File: src/rtl/half_pkg.sv
// Shared types and helpers for the half-precision streaming blocks.
// Pure definitions; no latency and no flow control.
package half_pkg;

  typedef logic [15:0] half_t;

  // Index width for a dimension; a size of 1 still needs a 1-bit counter.
  function automatic int clog2_min1(input int n);
    return (n <= 2) ? 1 : $clog2(n);
  endfunction

endpackage

File: src/rtl/half_idx_counter.sv
// 2-D nested index counter: the inner index runs fastest, and wrap flags the final count.
// Advances once per cycle that i_en is high; the indices are registered and stay put otherwise.
module half_idx_counter
  import half_pkg::*;
#(
  parameter int OUTER = 1,
  parameter int INNER = 1
) (
  input  logic                          clk,
  input  logic                          rst,
  input  logic                          i_en,
  output logic [clog2_min1(OUTER)-1:0]  o_outer_idx,
  output logic [clog2_min1(INNER)-1:0]  o_inner_idx,
  output logic                          o_wrap
);

  localparam int OW = clog2_min1(OUTER);
  localparam int IW = clog2_min1(INNER);
  localparam logic [OW-1:0] OUTER_LAST = OW'(OUTER - 1);
  localparam logic [IW-1:0] INNER_LAST = IW'(INNER - 1);

  logic [OW-1:0] r_outer;
  logic [IW-1:0] r_inner;
  logic          w_outer_last;
  logic          w_inner_last;

  assign w_outer_last = (r_outer == OUTER_LAST);
  assign w_inner_last = (r_inner == INNER_LAST);

  assign o_outer_idx = r_outer;
  assign o_inner_idx = r_inner;
  assign o_wrap      = w_outer_last && w_inner_last;

  always_ff @(posedge clk) begin
    if (rst) begin
      r_outer <= '0;
      r_inner <= '0;
    end else if (i_en) begin
      if (w_inner_last) begin
        r_inner <= '0;
        r_outer <= w_outer_last ? '0 : r_outer + 1'b1;
      end else begin
        r_inner <= r_inner + 1'b1;
      end
    end
  end

endmodule

File: src/rtl/half_transpose_stream.sv
// Ping-pong streaming transpose: WIDTH x HEIGHT in, HEIGHT x WIDTH out. First output comes 1 cycle after the last input.
// in_ready drops only while both banks are full; out_data and out_last hold while out_ready is low.
module half_transpose_stream
  import half_pkg::*;
#(
  parameter int WIDTH  = 10,
  parameter int HEIGHT = 10
) (
  input  logic        clk,
  input  logic        rst,
  input  logic [15:0] in_data,
  input  logic        in_valid,
  output logic        in_ready,
  input  logic        in_last,
  output logic [15:0] out_data,
  output logic        out_valid,
  input  logic        out_ready,
  output logic        out_last,
  output logic        err
);

  localparam int DEPTH = WIDTH * HEIGHT;
  localparam int AW    = clog2_min1(DEPTH);
  localparam int WW    = clog2_min1(WIDTH);
  localparam int HW    = clog2_min1(HEIGHT);

  half_t         r_bank [2][DEPTH];
  logic [1:0]    r_full;
  logic          r_wb;
  logic          r_rb;
  logic          r_err;

  logic          w_in_fire;
  logic          w_out_fire;
  logic [WW-1:0] w_wi;
  logic [HW-1:0] w_wj;
  logic          w_wwrap;
  logic [WW-1:0] w_ri;
  logic [HW-1:0] w_rj;
  logic          w_rwrap;
  logic [AW-1:0] w_waddr;
  logic [AW-1:0] w_raddr;

  assign in_ready   = !r_full[r_wb];
  assign out_valid  = r_full[r_rb];
  assign w_in_fire  = in_valid && in_ready;
  assign w_out_fire = out_valid && out_ready;

  // Write side walks row-major over the input (j fastest).
  half_idx_counter #(
    .OUTER (WIDTH),
    .INNER (HEIGHT)
  ) u_wr_cnt (
    .clk         (clk),
    .rst         (rst),
    .i_en        (w_in_fire),
    .o_outer_idx (w_wi),
    .o_inner_idx (w_wj),
    .o_wrap      (w_wwrap)
  );

  // Read side swaps the loop nesting (i fastest), which is the transpose.
  half_idx_counter #(
    .OUTER (HEIGHT),
    .INNER (WIDTH)
  ) u_rd_cnt (
    .clk         (clk),
    .rst         (rst),
    .i_en        (w_out_fire),
    .o_outer_idx (w_rj),
    .o_inner_idx (w_ri),
    .o_wrap      (w_rwrap)
  );

  assign w_waddr = AW'(w_wi) * AW'(HEIGHT) + AW'(w_wj);
  assign w_raddr = AW'(w_ri) * AW'(HEIGHT) + AW'(w_rj);

  assign out_data = r_bank[r_rb][w_raddr];
  assign out_last = out_valid && w_rwrap;
  assign err      = r_err;

  always_ff @(posedge clk) begin
    if (w_in_fire) begin
      r_bank[r_wb][w_waddr] <= in_data;
    end
  end

  // A write completion and a read completion always target different banks.
  always_ff @(posedge clk) begin
    if (rst) begin
      r_full <= '0;
      r_wb   <= 1'b0;
      r_rb   <= 1'b0;
      r_err  <= 1'b0;
    end else begin
      if (w_in_fire && w_wwrap) begin
        r_full[r_wb] <= 1'b1;
        r_wb         <= ~r_wb;
      end
      if (w_out_fire && w_rwrap) begin
        r_full[r_rb] <= 1'b0;
        r_rb         <= ~r_rb;
      end
      if (w_in_fire && (in_last != w_wwrap)) begin
        r_err <= 1'b1;
      end
    end
  end

endmodule

File: config.mk
export PLATFORM = sky130hd
export DESIGN_NAME = half_transpose_stream
export DESIGN_NICKNAME = d
export VERILOG_FILES = /design/src/rtl/half_pkg.sv /design/src/rtl/half_idx_counter.sv /design/src/rtl/half_transpose_stream.sv
export SDC_FILE = /design/constraint.sdc
export NUM_CORES = 2
export LEC_CHECK = 0
export CAP_MARGIN = 20
export CORE_MARGIN = 4
export CORE_UTILIZATION = 45
export DETAILED_ROUTE_END_ITERATION = 8
export GPL_TIMING_DRIVEN = 0
export PLACE_DENSITY = 0.56
export SYNTH_ARGS = -nofsm -noshare
export SYNTH_HDL_FRONTEND = slang
export SYNTH_HIERARCHICAL = 1
export SYNTH_SLANG_ARGS = --single-unit
File: constraint.sdc
create_clock -name clk -period 4 [get_ports clk]
set_input_delay 0.4 -clock clk [delete_from_list [all_inputs] [get_ports clk]]
set_output_delay 0.4 -clock clk [all_outputs]
set_load 0.03 [all_outputs]
==> out/results.ini <==
[synthesis]
post_synth_fa_ha_maj_area_fraction = 0.00194
post_synth_mux_area_share = 0.170
synth_largest_area_cell = sky130_fd_sc_hd__edfxtp_1
simple_gate_fraction_of_synth_area = 0.0183
synthMostInstantiatedCell = sky130_fd_sc_hd__edfxtp_1
post_synth_most_frequent_cells = 3200 x sky130_fd_sc_hd__edfxtp_1, 867 x sky130_fd_sc_hd__mux4_2, 244 x sky130_fd_sc_hd__nor2_1
largest_family_of_logic_cells_by_synthesized_area = multiplexers
synth-edff-count = 3200
mean_area_per_synthesized_cell_um2 = 22.8
nets_in_the_synthesized_netlist = 5518
ys_types = 74
yosys_register_bits = 3222
ys_seq_area_frac = 0.772
ys_dominant_reg_cell = sky130_fd_sc_hd__edfxtp_1
yosys.area.top_type_share = 0.769
yosys.area_share.xor_xnor = 0.00140
compound_cell_area_share_of_the_yosys_netlist = 0.0190
synth_area_leaders = sky130_fd_sc_hd__edfxtp_1 77%, sky130_fd_sc_hd__mux4_2 16%, sky130_fd_sc_hd__mux2i_1 1.3%
synth_async_sr_flop_share = 0
synth_cell_area_um2 = 125000
yosys_warnings = 6
postSynthCellCount = 5480

[critical_path]
timing.rr.start = u_wr_cnt/o_inner_idx[1]
setup.worst_path.end_class = primary output
critical-path-slowest-cell = sky130_fd_sc_hd__a222oi_1
timing.reg2reg.setup_slack_ns = -0.06
cp_common_cell = sky130_fd_sc_hd__buf_12
nature_of_the_critical_path_startpoint = flip-flop
crit_path_cell_trace = buf_8 -> buf_12 -> buf_12 -> buf_12 -> mux4_2 -> mux2i_4 -> o221ai_1 -> a222oi_1 -> o221a_2 -> a21oi_4 -> buf_6
path_delay_family = compound AO/OA/AOI/OAI gates
worst-setup-path-type = flip-flop to primary output
startpoint = u_rd_cnt/o_outer_idx[0]
critPathMaxFanout = 10
cp.arrival_ns = 4.80
critPathBufInv = 5
critPathMaxStageDelay_ns = 0.70
cp.required_ns = 3.60

[floorplanning]
dieHeight_um = 535
ioPinCount = 41
design.core.area_um2 = 276000
core.rowCount = 193
effective_utilization_at_floorplan = 0.452
die_width_um = 535
fp.dieArea_um2 = 286000

[routing]
initialDrtViolationCount = 13300
final_antenna_net_count = 0
post-route-drc-count = 0
wl_per_cell_um = 52.5
detail_route.vias_per_cell = 6.85
detail_route.first_pass.iterations = 8
route.vias.total = 71500
final_wirelength_um = 548000

[global_routing]
largest_net_degree_at_the_start_of_global_routing = 145
via_count_of_the_first_global_routing_pass = 66200
first_pass_grt_wire_length_um = 694000
grt_antenna_before_repair = 30
grt-ovfl-total = 0
grt_usage = 0.380

[sta]
timing_worst_slew_pin_value_ns = 1.19
min_period_over_period = 1.30
setup_slack_ns = -1.20
setup_viol = 28
number_of_slew_limit_violations_in_the_final_report = 0
fmaxAchievable_mhz = 192
unrepaired_setup_endpoints_after_global_routing = yes
finalClockSkew_ns = 0.0517
hold_viol = 3
holdWs_ns = -0.0149
finalWorstPathRequiredPeriod_ns = 5.20
max-slew-margin-rel = 0.204

[final_layout]
area.growth.synth_to_final_pct = 25.1
finish.utilization = 0.565
fin_nets = 6465
proportion_of_layout_cells_with_a_drive_suffix_above_1 = 0.401
filler_cell_count = 20100

[place]
detailed_place_hpwl_um = 360000
numPortBuffers = 40
place_ws_ns = -3.79
globalplace.congestion = 1.03

[pwr]
leakage_nw = 48.1
switching_fraction = 0.209
power.clock.fraction = 0.453
power_density_nw_per_um2 = 446
internal_power_w = 0.0552
netSwitchingPower_w = 0.0145
power.share.sequential = 0.533
ir_worst_vdd_mv = 0.345
power_frac_comb = 0.014

[run]
cap_violations = 0

[cts]
worstSkewPairLatency_ns = 0.96
ctsLongestPathBuffers = 4
cts.reportedPaths.clkPinSlew_ns = 0.06
cts_sinks = 3222
cts_tree = done
cts_made_buffers = 343
clk_root_buffer_cell = sky130_fd_sc_hd__clkbuf_16
htree_levels = 5

[outcome]
run_status = complete, but fails checks
violations = negative hold slack, negative setup slack

[worst_hold_path]
worstHoldPathType = input pin to flip-flop
min_from = in_data[10]

## registers in the layout, summed over array words and instances (netlist names), named ones only
signal                cells
err                       1
r_bank                 3200
r_full                    2
r_rb                      1
r_wb                      1
u_rd_cnt/o_inner_idx      4
u_rd_cnt/o_outer_idx      4
u_wr_cnt/o_inner_idx      4
u_wr_cnt/o_outer_idx      4
## layout make-up
cell class              count  area (um^2)  share of cell area
diodes                     21         52.6            0.000336
plain buffers             299         4820              0.0308
clock buffers             424         8930              0.0571
clock inverters           201         1980              0.0127
inverters                  13         53.8            0.000344
multi-input cells        1942        29800               0.191
flip-flops and latches   3222        96500               0.618
well taps                3705         4640              0.0297
repair buffers            606         9500              0.0608
## per-layer routing
layer  wire length, um  vias to the layer above  track usage
met2            236000                     5810        0.543
met4             46700                        8        0.262
li1                  -                    25400            -
met1            191000                    38900        0.490
met3             74300                     1311        0.133
met5               278                        -            0
## timing repair
action                                  CTS  global route
endpoints found under the hold margin   533             0
gates resized for setup                1062           229
setup endpoints to repair              2821          1235
gates cloned                              1             1
setup buffers                           246            94
hold buffers                             13             0
pin swaps                               152            81
## path summary, 6_finish.rpt
check,end,cells past startpoint
worst min register to register,err,2
worst max-delay path,out_data[10],11
worst min-delay path,r_bank[0][378],1
worst max register to register,r_bank[1][132],7
## cells by family after synthesis
kind of cell	Yosys count
AOI/OAI and AO/OA	334
DFF	3222
buffers and inverters	316
xor gates and xnor gates	20
adders and majority gates	17
and+or+nand+nor	534
muxes	1037
## cells in the final DEF (no fill, tap or decap), drive strengths merged, types with 22 or more instances in the layout
cell	count
nor2	244
nand3	50
clkinv	149
a21oi	69
dfxtp	22
a22oi	28
inv	29
o22ai	38
clkbuf	513
mux4	867
bufinv	29
o21ai	48
a221oi	33
edfxtp	3200
buf	795
mux2i	159
nand2	154
## per-stage QoR
step | instance area (um^2) | TNS, ns | total power, W | std cells | hold WS, ns
floorplan | 125000 | 0 | 0.0380 | 5480 | 0.472
global placement | 130000 | - | 0.0390 | 9225 | 0.461
detailed placement | 135000 | -1431.69 | 0.0388 | 9436 | 0.468
CTS | 154000 | -27.49 | 0.0698 | 10300 | 0.000817
global route | 156000 | -15.80 | 0.0713 | 10400 | 0.0284
finish | 156000 | -17.25 | 0.0697 | 10400 | -0.0149
## power groups by stage
stage	sequential, W	clock, W	combinational (W)
4_1_cts	0.0371	0.0316	0.000980
6_report	0.0372	0.0315	0.00101
5_1_grt	0.0371	0.0331	0.00103
2_1_floorplan	0.0379	0	0.000116
3_5_place_dp	0.0379	0	0.000943
3_3_place_gp	0.0382	0	0.000795
No activity file was read; power rests on OpenSTA's default activity.
